**src/rtl/packet_framer.sv**
```systemverilog
// Message-to-word framer: a two-word header (length/stream, sequence number)
// followed by the payload, serialized as 32-bit words under valid/ready.
module packet_framer #(
    parameter int MAX_BYTES   = 37,
    parameter int NUM_STREAMS = 32
) (
    input  logic                     clk,
    input  logic                     reset_b,
    input  logic [0:8*MAX_BYTES-1]   msgIn,
    input  logic [5:0]               msgIn_len,
    input  logic [15:0]              msgIn_stream,
    input  logic                     msgIn_val,
    output logic                     msgIn_ready,
    output logic [31:0]              dataOut,
    output logic                     dataOut_val,
    input  logic                     dataOut_ready,
    output logic                     dataOut_last,
    output logic                     msgErr
);

    localparam int PAD_BYTES = ((MAX_BYTES + 3) / 4) * 4;
    localparam int IDX_W     = $clog2(NUM_STREAMS);
    localparam int WIDX_W    = $clog2(PAD_BYTES / 4);

    typedef enum logic [1:0] {IDLE, HDR0, HDR1, DATA} state_t;

    state_t                   state_q;
    logic                     ready_q, val_q, last_q, err_q;
    logic [31:0]              dataOut_q;
    logic [WIDX_W-1:0]        widx_q;
    logic [31:0]              seq_q [NUM_STREAMS];

    logic [0:8*PAD_BYTES-1]   payload_q, payload_d;
    logic [IDX_W-1:0]         sidx_q;
    logic [WIDX_W-1:0]        wlast_q, wlast_d;

    logic                     accept, len_ok, xfer;
    logic [15:0]              hdr_len;
    logic [31:0]              seq_nxt, hdr0_word, hdr1_word, word_nxt;
    logic [WIDX_W-1:0]        nidx;

    assign accept    = msgIn_val & ready_q;
    assign len_ok    = (msgIn_len != 6'd0) && (msgIn_len <= 6'(MAX_BYTES));
    assign xfer      = val_q & dataOut_ready;
    assign hdr_len   = 16'(msgIn_len) + 16'd8;
    assign hdr0_word = {hdr_len[7:0], hdr_len[15:8], msgIn_stream[7:0], msgIn_stream[15:8]};
    assign seq_nxt   = seq_q[sidx_q] + 32'd1;
    assign hdr1_word = {seq_nxt[7:0], seq_nxt[15:8], seq_nxt[23:16], seq_nxt[31:24]};
    assign wlast_d   = WIDX_W'((msgIn_len - 6'd1) >> 2);
    assign nidx      = (state_q == DATA) ? widx_q + 1'b1 : '0;
    assign word_nxt  = payload_q[32*nidx +: 32];

    // Bytes beyond the message length are zeroed at capture so data words need no masking.
    always_comb begin
        payload_d = '0;
        for (int k = 0; k < MAX_BYTES; k++) begin
            if (6'(k) < msgIn_len) payload_d[8*k +: 8] = msgIn[8*k +: 8];
        end
    end

    always_ff @(posedge clk) begin
        if (accept && len_ok) begin
            payload_q <= payload_d;
            sidx_q    <= msgIn_stream[IDX_W-1:0];
            wlast_q   <= wlast_d;
        end
    end

    always_ff @(posedge clk or negedge reset_b) begin
        if (!reset_b) begin
            state_q   <= IDLE;
            ready_q   <= 1'b0;
            val_q     <= 1'b0;
            last_q    <= 1'b0;
            err_q     <= 1'b0;
            dataOut_q <= '0;
            widx_q    <= '0;
            for (int s = 0; s < NUM_STREAMS; s++) seq_q[s] <= '0;
        end else begin
            err_q <= 1'b0;
            case (state_q)
                IDLE: begin
                    ready_q <= 1'b1;
                    if (accept) begin
                        if (len_ok) begin
                            state_q   <= HDR0;
                            ready_q   <= 1'b0;
                            val_q     <= 1'b1;
                            dataOut_q <= hdr0_word;
                        end else begin
                            err_q <= 1'b1;
                        end
                    end
                end
                HDR0: if (xfer) begin
                    state_q   <= HDR1;
                    dataOut_q <= hdr1_word;
                end
                HDR1: if (xfer) begin
                    state_q   <= DATA;
                    widx_q    <= '0;
                    dataOut_q <= word_nxt;
                    last_q    <= (wlast_q == '0);
                end
                DATA: if (xfer) begin
                    if (last_q) begin
                        // Counter commits only once the whole packet has left.
                        seq_q[sidx_q] <= seq_nxt;
                        state_q       <= IDLE;
                        ready_q       <= 1'b1;
                        val_q         <= 1'b0;
                        last_q        <= 1'b0;
                        dataOut_q     <= '0;
                    end else begin
                        widx_q    <= widx_q + 1'b1;
                        dataOut_q <= word_nxt;
                        last_q    <= (nidx == wlast_q);
                    end
                end
                default: state_q <= IDLE;
            endcase
        end
    end

    assign msgIn_ready  = ready_q;
    assign dataOut      = dataOut_q;
    assign dataOut_val  = val_q;
    assign dataOut_last = last_q;
    assign msgErr       = err_q;

endmodule

```
**config.mk**
```make
export PLATFORM = sky130hd
export DESIGN_NAME = packet_framer
export DESIGN_NICKNAME = d
export VERILOG_FILES = /design/src/rtl/packet_framer.sv
export SDC_FILE = /design/constraint.sdc
export NUM_CORES = 2
export LEC_CHECK = 0
export ABC_CLOCK_PERIOD_IN_PS = 8600
export CAP_MARGIN = 10
export CORE_MARGIN = 3
export CORE_UTILIZATION = 50
export DETAILED_ROUTE_END_ITERATION = 16
export PLACE_DENSITY_LB_ADDON = 0.12
export SYNTH_ARGS = -nofsm -noshare
export SYNTH_HDL_FRONTEND = slang
export SYNTH_SLANG_ARGS = --single-unit
```
**constraint.sdc**
```tcl
create_clock -name clk -period 8.6 [get_ports clk]
set_clock_uncertainty 0.1 [all_clocks]
set_input_delay 0.86 -clock clk [delete_from_list [all_inputs] [get_ports clk]]
set_output_delay 0.86 -clock clk [all_outputs]
set_load 0.05 [all_outputs]
```
## After elaboration in Yosys (flattened, before gate mapping)

Index checks and enable logic that the tools add are counted.

| operators by class | value |
|---|---|
| $add $sub $neg | 4 |
| magnitude comparators | 40 |
| equal/unequal tests | 11 |
| shifts and indexed selects | 1 |
| mux-type cells | 41 |
| bitwise operators | 4 |
| reduce and logical (&&, ||, !) cells | 15 |

Operator list:

| cell | count |
|---|---|
| $bwmux W1024 | 1 |
| $shiftx A320 B33 Y321 | 1 |
| $mux W32 | 9 |
| $bmux W32 S5 | 1 |
| $demux W32 S5 | 1 |
| $pmux W32 S4 | 1 |
| $lt A5 B6 Y1 const A | 16 |
| $lt A4 B6 Y1 const A | 8 |
| $not A9 Y33 | 1 |
| $add A32 B1 Y32 const B | 1 |
| $lt A6 B6 Y1 const A | 5 |
| $lt A3 B6 Y1 const A | 4 |
| $mux W4 | 4 |
| $ne A2 B2 Y1 const B | 7 |
| $mux W1 | 13 |
| $lt A1 B6 Y1 const A | 2 |
| $lt A2 B6 Y1 const A | 2 |
| $mux W2 | 6 |
| $reduce_and A5 Y1 | 2 |
| $reduce_and A3 Y1 | 3 |
| $pmux W2 S4 | 1 |
| $pmux W4 S2 | 1 |
| $add A6 B4 Y7 const B | 1 |
| $ge A6 B6 Y1 const B | 1 |
| 17 further kinds | 24 |

| word-level totals | value |
|---|---|
| register bits | 1371 |
| input port bits | 322 |
| output and inout port bits | 36 |
| logic and storage cells | 194 |

## Depth between registers and ports, before layout

| logic depth | value |
|---|---|
| depth in word-level cells | 7 |
| gate-level depth with buffers | 17 |
| mapped depth without buffers | 11 |

## Least setup slack after synthesis

Ideal clock, no wire load.

| timing path | value |
|---|---|
| path type | input to register |
| start point | input port msgIn_len[2] |
| end point | register ready_q, in the netlist msgIn_ready |
| setup time | 0.424 ns |
| arrival time | 8.164 ns |
| data required time | 8.076 ns |
| path slack | -0.089 ns |
| cell stages on the path | 6 |
| buffers on the path | 1 |
| cells stage by stage | clkbuf_1 -> a211o_1 -> a22oi_1 -> nand3_1 -> inv_1 -> o21ai_0 |

| on the way | value |
|---|---|
| longest elaborated chain between the ends | 5 |
| elaborated cells between the ends (all ways) | 6 |
| classes of those cells | order compare: 1; mux: 3; reduce/logical: 2 |

RTL lines:

| item | RTL line | text |
|---|---|---|
| start, declared | 10 | `input logic [5:0] msgIn_len,` |
| $le A6 B6 Y1 or $reduce_bool A6 Y1 (tied branches) | 43 | `assign len_ok = (msgIn_len != 6'd0) && (msgIn_len <= 6'(MAX_BYTES));` |
| $logic_and A1 B1 Y1 * | 43 |  |
| $mux W1 * | 85 | `if (len_ok) begin` |
| $mux W1 * | 84 | `if (accept) begin` |
| $pmux W1 S2 * | 81 | `case (state_q)` |
| end signal, assigned | 83 | `ready_q <= 1'b1;` |
| end signal, assigned | 87 | `ready_q <= 1'b0;` |
| end signal, assigned | 110 | `ready_q <= 1'b1;` |
| end, declared | 28 | `logic ready_q, val_q, last_q, err_q;` |

Every way passes the cells marked *; elsewhere a longest branch is shown, timed or not.
A chain may end at the register's enable or synchronous reset.

## Worst setup path after layout

| timing path | value |
|---|---|
| start point | register sidx_q[0] |
| end point | register seq_q[276] (netlist name) |

| on the way | value |
|---|---|
| longest elaborated chain between the ends | 6 |
| elaborated cells between the ends (all ways) | 11 |
| classes of those cells | add/sub: 1; order compare: 2; mux: 6; bitwise: 1; reduce/logical: 1 |

RTL lines:

| item | RTL line | text |
|---|---|---|
| start, declared | 34 | `logic [IDX_W-1:0] sidx_q;` |
| start signal, assigned | 64 | `sidx_q <= msgIn_stream[IDX_W-1:0];` |
| $not A5 Y6 (not written as such) * | 47, 108 |  |
| $bmux W32 S5, or another cell as far along | 47 | `assign seq_nxt = seq_q[sidx_q] + 32'd1;` |
| $mux W32 (not written as such) or $logic_and A1 B1 Y1 (tied branches) | 47, 108 |  |
| $mux W32 (on tied branches) | 47, 108 |  |
| $add A32 B1 Y32 or $demux W32 S5 (tied branches) | 47, 108 |  |
| $bwmux W1024 * | 108 | `seq_q[sidx_q] <= seq_nxt;` |
| end signal, assigned by index | 108 |  |
| end, declared | 31 | `logic [31:0] seq_q [NUM_STREAMS];` |

Every way passes the cells marked *; elsewhere a longest branch is shown, timed or not. The select of a mux whose other input is x is not followed.

==> run metrics <==
largest cells by area after synthesis dfrtp_1 43%, edfxtp_1 15%, mux2_2 9.8%, mux2i_1 6.3%, nand2_1 4.1%; Tcrit/Tclk final 0.714; CTS tree done; number of global-route vias before repair roughly 42k; FF+latch count, synth about 1.4k; Netlist cell types approximately 70; post-placement worst setup slack approximately 2.4 ns; final WL 196000 um; Clock Pin Slew Worst Setup and Hold Paths 0.06 ns; # fillers ~10k; Final ANT Viol Nets 0; outcome completed; Max-cap violations 0; Ports 358; slowest cell delay on critical path approximately 0.96 ns; CP most frequent cell nor4_1; CP endpoint kind flop; nets@finish 5616; Ys Warns 0; cells after synthesis ~5.1k; Max VDD drop ~0.22 mV; area leader, netlist dfrtp_1; top_reg_cell synth dfrtp_1; GRT overflow 0; largest buffer count on any clock path 3; Crit Path Class flop to flop; Finished Core Util 0.589; Port Buffer Count between 300 and 400; Fin. Hold Viols 0; Mapped Nets about 5.4k; All-Layer GR Usage 0.306; Initial Util 0.507; final worst slack ~2.5 ns; DRT iter0 DRCs 4405; area delta synth->final 16.3%; final non-filler cell total around 7.0k; CP Launch Type flop; total iterations of the first detailed-routing run 5; GPL Wtd Cong a little over 0.8; Worst Path Buf+Inv 2; largest net degree at the start of global routing 177; CTS Sinks ~1.4k; Final Slew Violations 0; min Tclk post-route just over 6 ns; static leakage between 0.03 and 0.04 uW; WL/cell around 28 um; worst path arrival time 6.62 ns; postcts setup bufs 0; Worst Tran Pin Value approximately 1.2 ns; Post-synth EDFFs 305; top-area cell type share of the netlist area 0.429; Max Freq ~160 MHz; chip width around 360 um; Pwr per Cell Area 224 nW/um2; Req. time, crit path 9.08 ns; Avg Vias per Cell a little over 6; initial antenna violation count 17; Skew-Pair Late Insertion Delay between 0.7 and 0.8 ns; delay-heaviest family, CP simple AND/OR/NAND/NOR gates; Placed Cells just under 7k; Slew Limit Headroom 0.200; post-DP HPWL ~120000 um; Post-Syn Area 62200 um2; site row count ~130; ys async rst share 0.778; Die ar. between 100000 and 150000 um2; Setup violations, final 0; Hold/Removal Path Class primary input to asynchronous set/reset pin; total power about 16000 uW; DRC Markers 0; root buf cell clkbuf_16; Synth Area per Inst around 12 um2; cell breakdown of the critical path buf_12 > nand4bb_2 > o22ai_1 > nor4_1 > and2_1 > inv_2 > ha_1 > nand3_1 > nor4_1 > nand4_1 > nand2_1 > o21ai_0; largest fanout on the critical path 78; layout cells sized above 1 0.204; Slowest-stage cell, CP nor4_1; hold_buf cts 0; core area about 120000 um2; cts bufs inserted 146; Seq/Total Area, Yosys 0.577; unrepaired setup endpoints after global routing no; Die H between 300 and 400 um; Fin Setup TNS 0 ns; CTS H-tree depth 4; # resized after CTS 0; first-pass GRT wire length 288000 um; DR vias between 40k and 50k
==> final timing paths <==
path | slack, ns | start | end | depth (start not counted)
max reg2reg | 2.46 | sidx_q[0] | seq_q[276] | 12
max | 2.46 | sidx_q[0] | seq_q[276] | 12
min | 0.04 | reset_b | seq_q[558] | 1
min in group clk | 0.37 | seq_q[767] | seq_q[767] | 2
max in group asynchronous | 6.30 | reset_b | seq_q[389] | 3
min reg2reg | 0.37 | seq_q[767] | seq_q[767] | 2
==> final cells by class <==
cell class | count | area [um2] | share of cell area
tap | 1625 | 2030 | 0.0281
sequential | 1371 | 35800 | 0.496
multi-input combinational | 3267 | 24700 | 0.341
antenna | 13 | 32.5 | 0.000450
timing repair buffer | 491 | 4760 | 0.0658
inverter | 9 | 37.5 | 0.000519
clock buffer | 217 | 4350 | 0.0601
clock inverter | 47 | 588 | 0.00813
==> synth_stat cells, types with 11 or more instances <==
| cell | number |
|---|---|
| a22o_1 | 11 |
| o22ai_1 | 193 |
| o31ai_1 | 32 |
| nand4_1 | 19 |
| nand2_1 | 685 |
| buf_1 | 19 |
| xnor2_1 | 25 |
| xor2_1 | 11 |
| nor2_1 | 57 |
| nand3_1 | 41 |
| mux2i_1 | 390 |
| buf_4 | 41 |
| a22oi_1 | 40 |
| dfrtp_1 | 1066 |
| and3_1 | 22 |
| and2_1 | 159 |
| o21ai_1 | 28 |
| nor2b_1 | 145 |
| buf_2 | 96 |
| clkbuf_1 | 286 |
| nor4_1 | 49 |
| mux4_2 | 103 |
| a21oi_1 | 70 |
| edfxtp_1 | 305 |
| mux2_2 | 542 |
| o21ai_0 | 474 |
| nor3_1 | 22 |
| a221oi_1 | 23 |
==> flip-flops by register name (all words and copies together), names as in the netlist <==
name / count
payload_q: 296
wlast_q: 4
msgIn_ready: 1
widx_q: 4
dataOut_val: 1
dataOut_last: 1
dataOut: 32
seq_q: 1024
state_q: 2
msgErr: 1
sidx_q: 5
==> metal layers <==
metal  share of wire  track usage  up-vias
li1                -            -    18700
met1            0.42        0.410    21900
met2            0.49        0.507     1568
met3           0.066       0.0522      372
met4           0.033        0.107        4
met5         0.00016            0        -
==> report_power, final <==
group / switching [uW] / total [uW] / internal (uW)
logic: 1690 / 2580 / 891
registers: 134 / 7120 / 6980
clock network: 2630 / 6470 / 3840
total: 4460 / 16200 / 11700
==> kinds of logic (layout without fill, tap and decap cells) <==
family	after synthesis	in the layout	synth area share
flops	1371	1371	0.577
simple gates	1256	1256	0.0980
other cells	0	13	0
fa+ha+maj	8	8	0.00161
compound gates	924	924	0.0862
buf+inv	457	764	0.0327
xor+xnor	37	37	0.00533
mux	1042	1042	0.200
==> cells in the final DEF, fill, tap and decap left out, drive strengths merged, types with 10 or more instances in the layout <==
cell           count
a221oi            23
a22oi             40
buf              136
diode             13
mux4             103
nand3             41
bufinv            11
nand4             20
a22o              11
mux2i            390
a221o             10
mux2             549
clkbuf           217
clkinv            27
and2             159
xnor2             26
o31ai             32
nor3              22
nor2              57
xor2              11
nor4              54
and3              22
inv               15
dfrtp           1066
o21ai            502
nor2b            145
clkdlybuf4s50    355
o22ai            193
edfxtp           305
nand2            687
a21oi             70
==> stage by stage <==
stage	area, um2	hold WS (ns)
final	72300	0.0384
after global routing	72300	0.0822
after CTS	72200	0.0437
after detailed placement	67300	0.363
after global placement	67300	0.354
after floorplan	62200	0.343
No activity file was read; power rests on OpenSTA's default activity.
